`config.mk`:
```
export PLATFORM = sky130hd
export DESIGN_NAME = fetch_queue_n
export DESIGN_NICKNAME = d
export VERILOG_FILES = /design/src/rtl/core_pkg.sv /design/src/rtl/fetch_pc_gen.sv /design/src/rtl/fetch_queue_n.sv
export SDC_FILE = /design/constraint.sdc
export NUM_CORES = 1
export LEC_CHECK = 0
export BUFFER_PORTS_ARGS = -buffer_cell sky130_fd_sc_hd__clkbuf_2
export CORE_ASPECT_RATIO = 1.75
export CORE_UTILIZATION = 50
export DETAILED_ROUTE_END_ITERATION = 12
export PLACE_DENSITY_LB_ADDON = 0.08
export SYNTH_ARGS = -nofsm -noshare
export SYNTH_HDL_FRONTEND = slang
export SYNTH_SLANG_ARGS = --single-unit
```
`constraint.sdc`:
```
create_clock -name clk -period 6.35 [get_ports clk]
set_clock_uncertainty 0.2 [all_clocks]
set_input_delay 0.635 -clock clk [delete_from_list [all_inputs] [get_ports clk]]
set_output_delay 0.635 -clock clk [all_outputs]
set_load 0.05 [all_outputs]
```
`src/rtl/core_pkg.sv`:
```
// Shared core definitions: data widths, the canonical NOP and the fetch-valid run-length helper.
package core_pkg;

    localparam int unsigned XLEN      = 32;
    localparam int unsigned INST_W    = 32;
    localparam int unsigned MAX_LANES = 4;

    localparam logic [INST_W-1:0] NOP_INST = 32'h0000_0013;

    // Lanes above the first invalid one are dropped, so only the low contiguous run counts.
    function automatic int unsigned lowest_run_len(input logic [MAX_LANES-1:0] valid);
        int unsigned len;
        logic        run;
        len = 0;
        run = 1'b1;
        for (int i = 0; i < MAX_LANES; i++) begin
            run = run & valid[i];
            if (run) len = len + 1;
        end
        return len;
    endfunction

endpackage

```
`src/rtl/fetch_pc_gen.sv`:
```
// Fetch address register: advances by the number of accepted lanes, restarts word-aligned on redirect.
import core_pkg::*;

module fetch_pc_gen #(
    parameter int unsigned      LANES    = 2,
    parameter logic [XLEN-1:0]  RESET_PC = 32'h0000_0000
) (
    input  logic                         clk,
    input  logic                         rst,
    input  logic                         redirect,
    input  logic [XLEN-1:0]              redirect_pc,
    input  logic [$clog2(LANES+1)-1:0]   enq_n,
    output logic [XLEN-1:0]              fetch_pc
);

    logic [XLEN-1:0] fetch_pc_d, fetch_pc_q;

    always_comb begin
        fetch_pc_d = fetch_pc_q + (XLEN'(enq_n) << 2);
        if (redirect) begin
            fetch_pc_d = redirect_pc & ~XLEN'(3);
        end
    end

    always_ff @(posedge clk) begin
        if (rst) begin
            fetch_pc_q <= RESET_PC;
        end else begin
            fetch_pc_q <= fetch_pc_d;
        end
    end

    assign fetch_pc = fetch_pc_q;

endmodule

```
`src/rtl/fetch_queue_n.sv`:
```
// Multi-lane instruction fetch queue: enqueues a contiguous run of fetched words per cycle
// and presents the oldest LANES entries to decode.
import core_pkg::*;

module fetch_queue_n #(
    parameter int unsigned      LANES    = 2,
    parameter int unsigned      DEPTH    = 8,
    parameter logic [XLEN-1:0]  RESET_PC = 32'h0000_0000
) (
    input  logic                          clk,
    input  logic                          rst,
    output logic [LANES*XLEN-1:0]         pc_out,
    output logic                          fetch_req,
    input  logic [LANES*INST_W-1:0]       inst_in,
    input  logic [LANES-1:0]              inst_in_valid,
    input  logic                          redirect,
    input  logic [XLEN-1:0]               redirect_pc,
    input  logic [$clog2(LANES+1)-1:0]    deq_count,
    output logic [LANES*INST_W-1:0]       inst_out,
    output logic [LANES*XLEN-1:0]         pc_deq,
    output logic [LANES-1:0]              out_valid,
    output logic [$clog2(DEPTH+1)-1:0]    count
);

    localparam int unsigned CntW = $clog2(DEPTH + 1);
    localparam int unsigned DeqW = $clog2(LANES + 1);
    localparam int unsigned PtrW = $clog2(DEPTH);

    logic [INST_W-1:0] mem_inst [DEPTH];
    logic [XLEN-1:0]   mem_pc   [DEPTH];

    logic [PtrW-1:0]   wr_ptr_d, wr_ptr_q;
    logic [PtrW-1:0]   rd_ptr_d, rd_ptr_q;
    logic [CntW-1:0]   count_d, count_q;
    logic [CntW-1:0]   free_slots;
    logic [CntW-1:0]   deq_eff;
    logic [DeqW-1:0]   enq_n;
    logic [XLEN-1:0]   fetch_pc;
    logic [PtrW-1:0]   rd_idx [LANES];

    fetch_pc_gen #(
        .LANES    (LANES),
        .RESET_PC (RESET_PC)
    ) u_fetch_pc_gen (
        .clk         (clk),
        .rst         (rst),
        .redirect    (redirect),
        .redirect_pc (redirect_pc),
        .enq_n       (enq_n),
        .fetch_pc    (fetch_pc)
    );

    // Free space is judged on the registered count, before this cycle's dequeue.
    always_comb begin
        free_slots = CntW'(DEPTH) - count_q;
        fetch_req  = !rst && !redirect && (free_slots >= CntW'(LANES));
        enq_n      = fetch_req ? DeqW'(lowest_run_len(MAX_LANES'(inst_in_valid))) : '0;
        deq_eff    = (CntW'(deq_count) < count_q) ? CntW'(deq_count) : count_q;
    end

    always_comb begin
        wr_ptr_d = wr_ptr_q + PtrW'(enq_n);
        rd_ptr_d = rd_ptr_q + PtrW'(deq_eff);
        count_d  = count_q + CntW'(enq_n) - deq_eff;
        if (redirect) begin
            wr_ptr_d = '0;
            rd_ptr_d = '0;
            count_d  = '0;
        end
    end

    always_ff @(posedge clk) begin
        if (rst) begin
            wr_ptr_q <= '0;
            rd_ptr_q <= '0;
            count_q  <= '0;
        end else begin
            wr_ptr_q <= wr_ptr_d;
            rd_ptr_q <= rd_ptr_d;
            count_q  <= count_d;
        end
    end

    // enq_n is already zero under rst or redirect, so storage needs no extra gating.
    always_ff @(posedge clk) begin
        for (int k = 0; k < LANES; k++) begin
            if (k < int'(enq_n)) begin
                mem_inst[wr_ptr_q + PtrW'(k)] <= inst_in[k*INST_W +: INST_W];
                mem_pc[wr_ptr_q + PtrW'(k)]   <= fetch_pc + XLEN'(4 * k);
            end
        end
    end

    always_comb begin
        for (int i = 0; i < LANES; i++) begin
            rd_idx[i]                = rd_ptr_q + PtrW'(i);
            pc_out[i*XLEN +: XLEN]   = fetch_pc + XLEN'(4 * i);
            out_valid[i]             = count_q > CntW'(i);
            if (out_valid[i]) begin
                inst_out[i*INST_W +: INST_W] = mem_inst[rd_idx[i]];
                pc_deq[i*XLEN +: XLEN]       = mem_pc[rd_idx[i]];
            end else begin
                inst_out[i*INST_W +: INST_W] = NOP_INST;
                pc_deq[i*XLEN +: XLEN]       = '0;
            end
        end
    end

    assign count = count_q;

endmodule
```
==> impl_results.md <==
- Full die area: 66100 sq um
- Util after Layout: 56.6%
- Placed insts: 3882
- Reg2reg start: count[1]
- Gpl congestion: 1.02
- Post-layout minimum cycle time: 5170 ps
- RR Endpoint: u_fetch_pc_gen.fetch_pc[28]
- Largest net degree at the start of global routing: 138
- Share of cells above drive strength 1: between 20 and 25%
- Area leader, netlist: edfxtp_1
- Status: completed
- Slew HR: 22.6%
- Starting Density: 50.5%
- Top-area cell type share of the netlist area: roughly 46%
- Post-Syn Instances: 3006
- Setup crit end kind: primary output
- Total Power: 13.4 mW
- Clk buf depth: 3
- Design area: ~36000 sq um
- Layout area overhead: 12.0%
- Synth cell count leaders: nand2_1 (1004), edfxtp_1 (496), mux4_2 (248)
- Number of enable flip-flop cells after synthesis: a little under 500
- WP data arrival: 4330 ps
- Vias: 24700
- Hold path cells: 3
- Vias per inst: 6.19
- Dpl cell area: 34600 sq um
- Crit path to: pc_out[59]
- # setup viols final: 0
- Crit path top cell by count: nand4_1
- Total grt overflow: 0
- Worst-margin pin slew: between 1000 and 1500 ps
- Chip width: about 190 um
- Largest cells by area after synthesis: edfxtp_1 (46%), mux4_2 (17%), nand2_1 (12%), xor2_1 (4.3%), xnor2_1 (3.4%)
- R2R depth: 16
- Startpoint types: register
- # port buffers: between 200 and 300
- Crit-path slowest cell: nor4_1
- Drt pass-1 iters: 5
- Setup Fix Bufs, Post-CTS: 0
- R2R setup slack: 1480 ps
- DRC Markers: 0
- 1st-iter DRT viols: about 2200
- Slowest Stage Delay on Critical Path: 900 ps
- Ys flop type: edfxtp_1
- Post-synth ARST share: 0%
- Final WL: 111000 um
- Vias in the first global route: 25300
- Final period utilization: 81.4%
- Pwr dens: roughly 370 nW/um^2
- Synth warnings: 0
- Min-delay worst type: primary input to register
- Core area: 64300 sq um
- Max-Cap Viols: 0
- Fin. Hold Viols: 0
- CTS tree: yes
- Critical Path Fanout Max: 15
- H-tree levels: 2
- Initial antenna violation count: 7
- Cts repair resizes: 0
- Yosys reg bits: 536
- Most common cell in the netlist: nand2_1
- Setup crit start: u_fetch_pc_gen.fetch_pc[9]
- Post-DRT Antenna Nets: 0
- Io pins: 302
- Clock Sinks: 536
- Nets@finish: 3251
- F_max: 194 MHz
- Floorplan row count: around 120
- Mean Syn Cell Area: 10.8 sq um
- Die H: 339 um
- WL/cell: 27.8 um
- CTS root buffer: clkbuf_16
- Clk pin slew, worst setup/hold paths: 70 ps
- HPWL Detailed: 66200 um
- Post-Layout Cell Count: 3987
- Sequence of cells on the critical path: nand4_1 > nor4_1 > nand4_1 > xnor2_1 > clkbuf_2
- Worst-skew pair later-pin latency: ~650 ps
- Max-slew violation count: 0
- TritonCTS buffer count: 53
- Synth unique cells: 63
- First-pass GRT wire length: between 150000 and 200000 um
- Worst path required time: 5510 ps
- Total track usage: ~34%
- Sequential area share after synthesis: approximately half
- LEAKAGE: 13.7 nW
- CTS Hold Bufs: 0
- Syn Std Cell Area: 32500 sq um
- RSZ-0062 raised after global routing: false
- VDD IR max: 0.000288 V
- Worst Setup Path Type: register to primary output
## critical path: cells and delay by family, from the launching register on
kind	cells	cell delay, ps
xor gates and xnor gates	1	410
buffers and inverters	1	320
DFF	1	840
and+or+nand+nor	3	2120
## sequential cells by signal (all words and copies together) (netlist names)
name,flops
mem_inst,256
u_fetch_pc_gen.fetch_pc,30
count,4
rd_ptr_q,3
mem_pc,240
wr_ptr_q,3
## cells by family (layout without fill, tap and decap cells)
kind of cell               after synthesis  count (layout)  synth area share, %
xor gates and xnor gates               288             288                 7.78
adders and majority gates               23              23                0.978
and+or+nand+nor                       1370            1370                 16.8
DFF                                    536             536                 48.3
AOI/OAI and AO/OA                      145             145                 2.73
muxes                                  315             315                 19.2
buffers and inverters                  328             484                 4.16
other                                    1              14               0.0115
## layout make-up
class | instances | area [sq um]
antenna | 6 | 15.0
clock buffer | 79 | 1540
clock inverter | 20 | 228
fill | 5520 | 27900
inverter | 27 | 101
multi-input combinational | 2149 | 15800
sequential | 536 | 15700
tap | 812 | 1020
timing repair buffer | 358 | 2050
## how the worst min path moves through the flow
| stage | start | end |
|---|---|---|
| 6_report | redirect_pc[22] | u_fetch_pc_gen.fetch_pc[22] |
| 3_5_place_dp | wr_ptr_q[2] | wr_ptr_q[2] |
| 3_3_place_gp | wr_ptr_q[2] | wr_ptr_q[2] |
| 4_1_cts | redirect_pc[22] | u_fetch_pc_gen.fetch_pc[22] |
| 2_1_floorplan | wr_ptr_q[0] | wr_ptr_q[0] |
| 5_1_grt | redirect_pc[22] | u_fetch_pc_gen.fetch_pc[22] |
## placed cells by master, fill, tap and decap left out, types with 37 or more instances in the layout
cell and n:
xnor2_1 124, clkbuf_16 56, nor2_1 245, mux4_2 248, a21oi_1 72, edfxtp_1 496
buf_4 60, nand2_1 1004, xor2_1 160, clkbuf_2 291, dfxtp_1 37, mux2i_1 67
## stage by stage
stage	setup TNS (ps)	worst slack, ps	hold slack (ps)
floorplan	-226280	-917	378
global placement	0	1650	439
detailed placement	0	1630	450
CTS	0	1240	11.8
global route	0	1040	42.8
finish	0	1180	27.6
## power breakdown
| part | internal, mW | total, mW | switching (mW) |
|---|---|---|---|
| Combinational | 1.75 | 5.99 | 4.24 |
| Clock | 1.88 | 3.29 | 1.42 |
| Sequential | 3.98 | 4.17 | 0.182 |
| Total | 7.61 | 13.4 | 5.84 |
## layer usage
metal | vias to the layer above | GRT usage [%] | wire length, um
li1 | 10700 | - | -
met1 | 12400 | 38.8 | 38600
met2 | 1310 | 60.8 | 58000
met3 | 313 | 5.12 | 8790
met4 | 8 | 17.0 | 5580
met5 | - | 0 | 57
No activity file was read; power rests on OpenSTA's default activity.
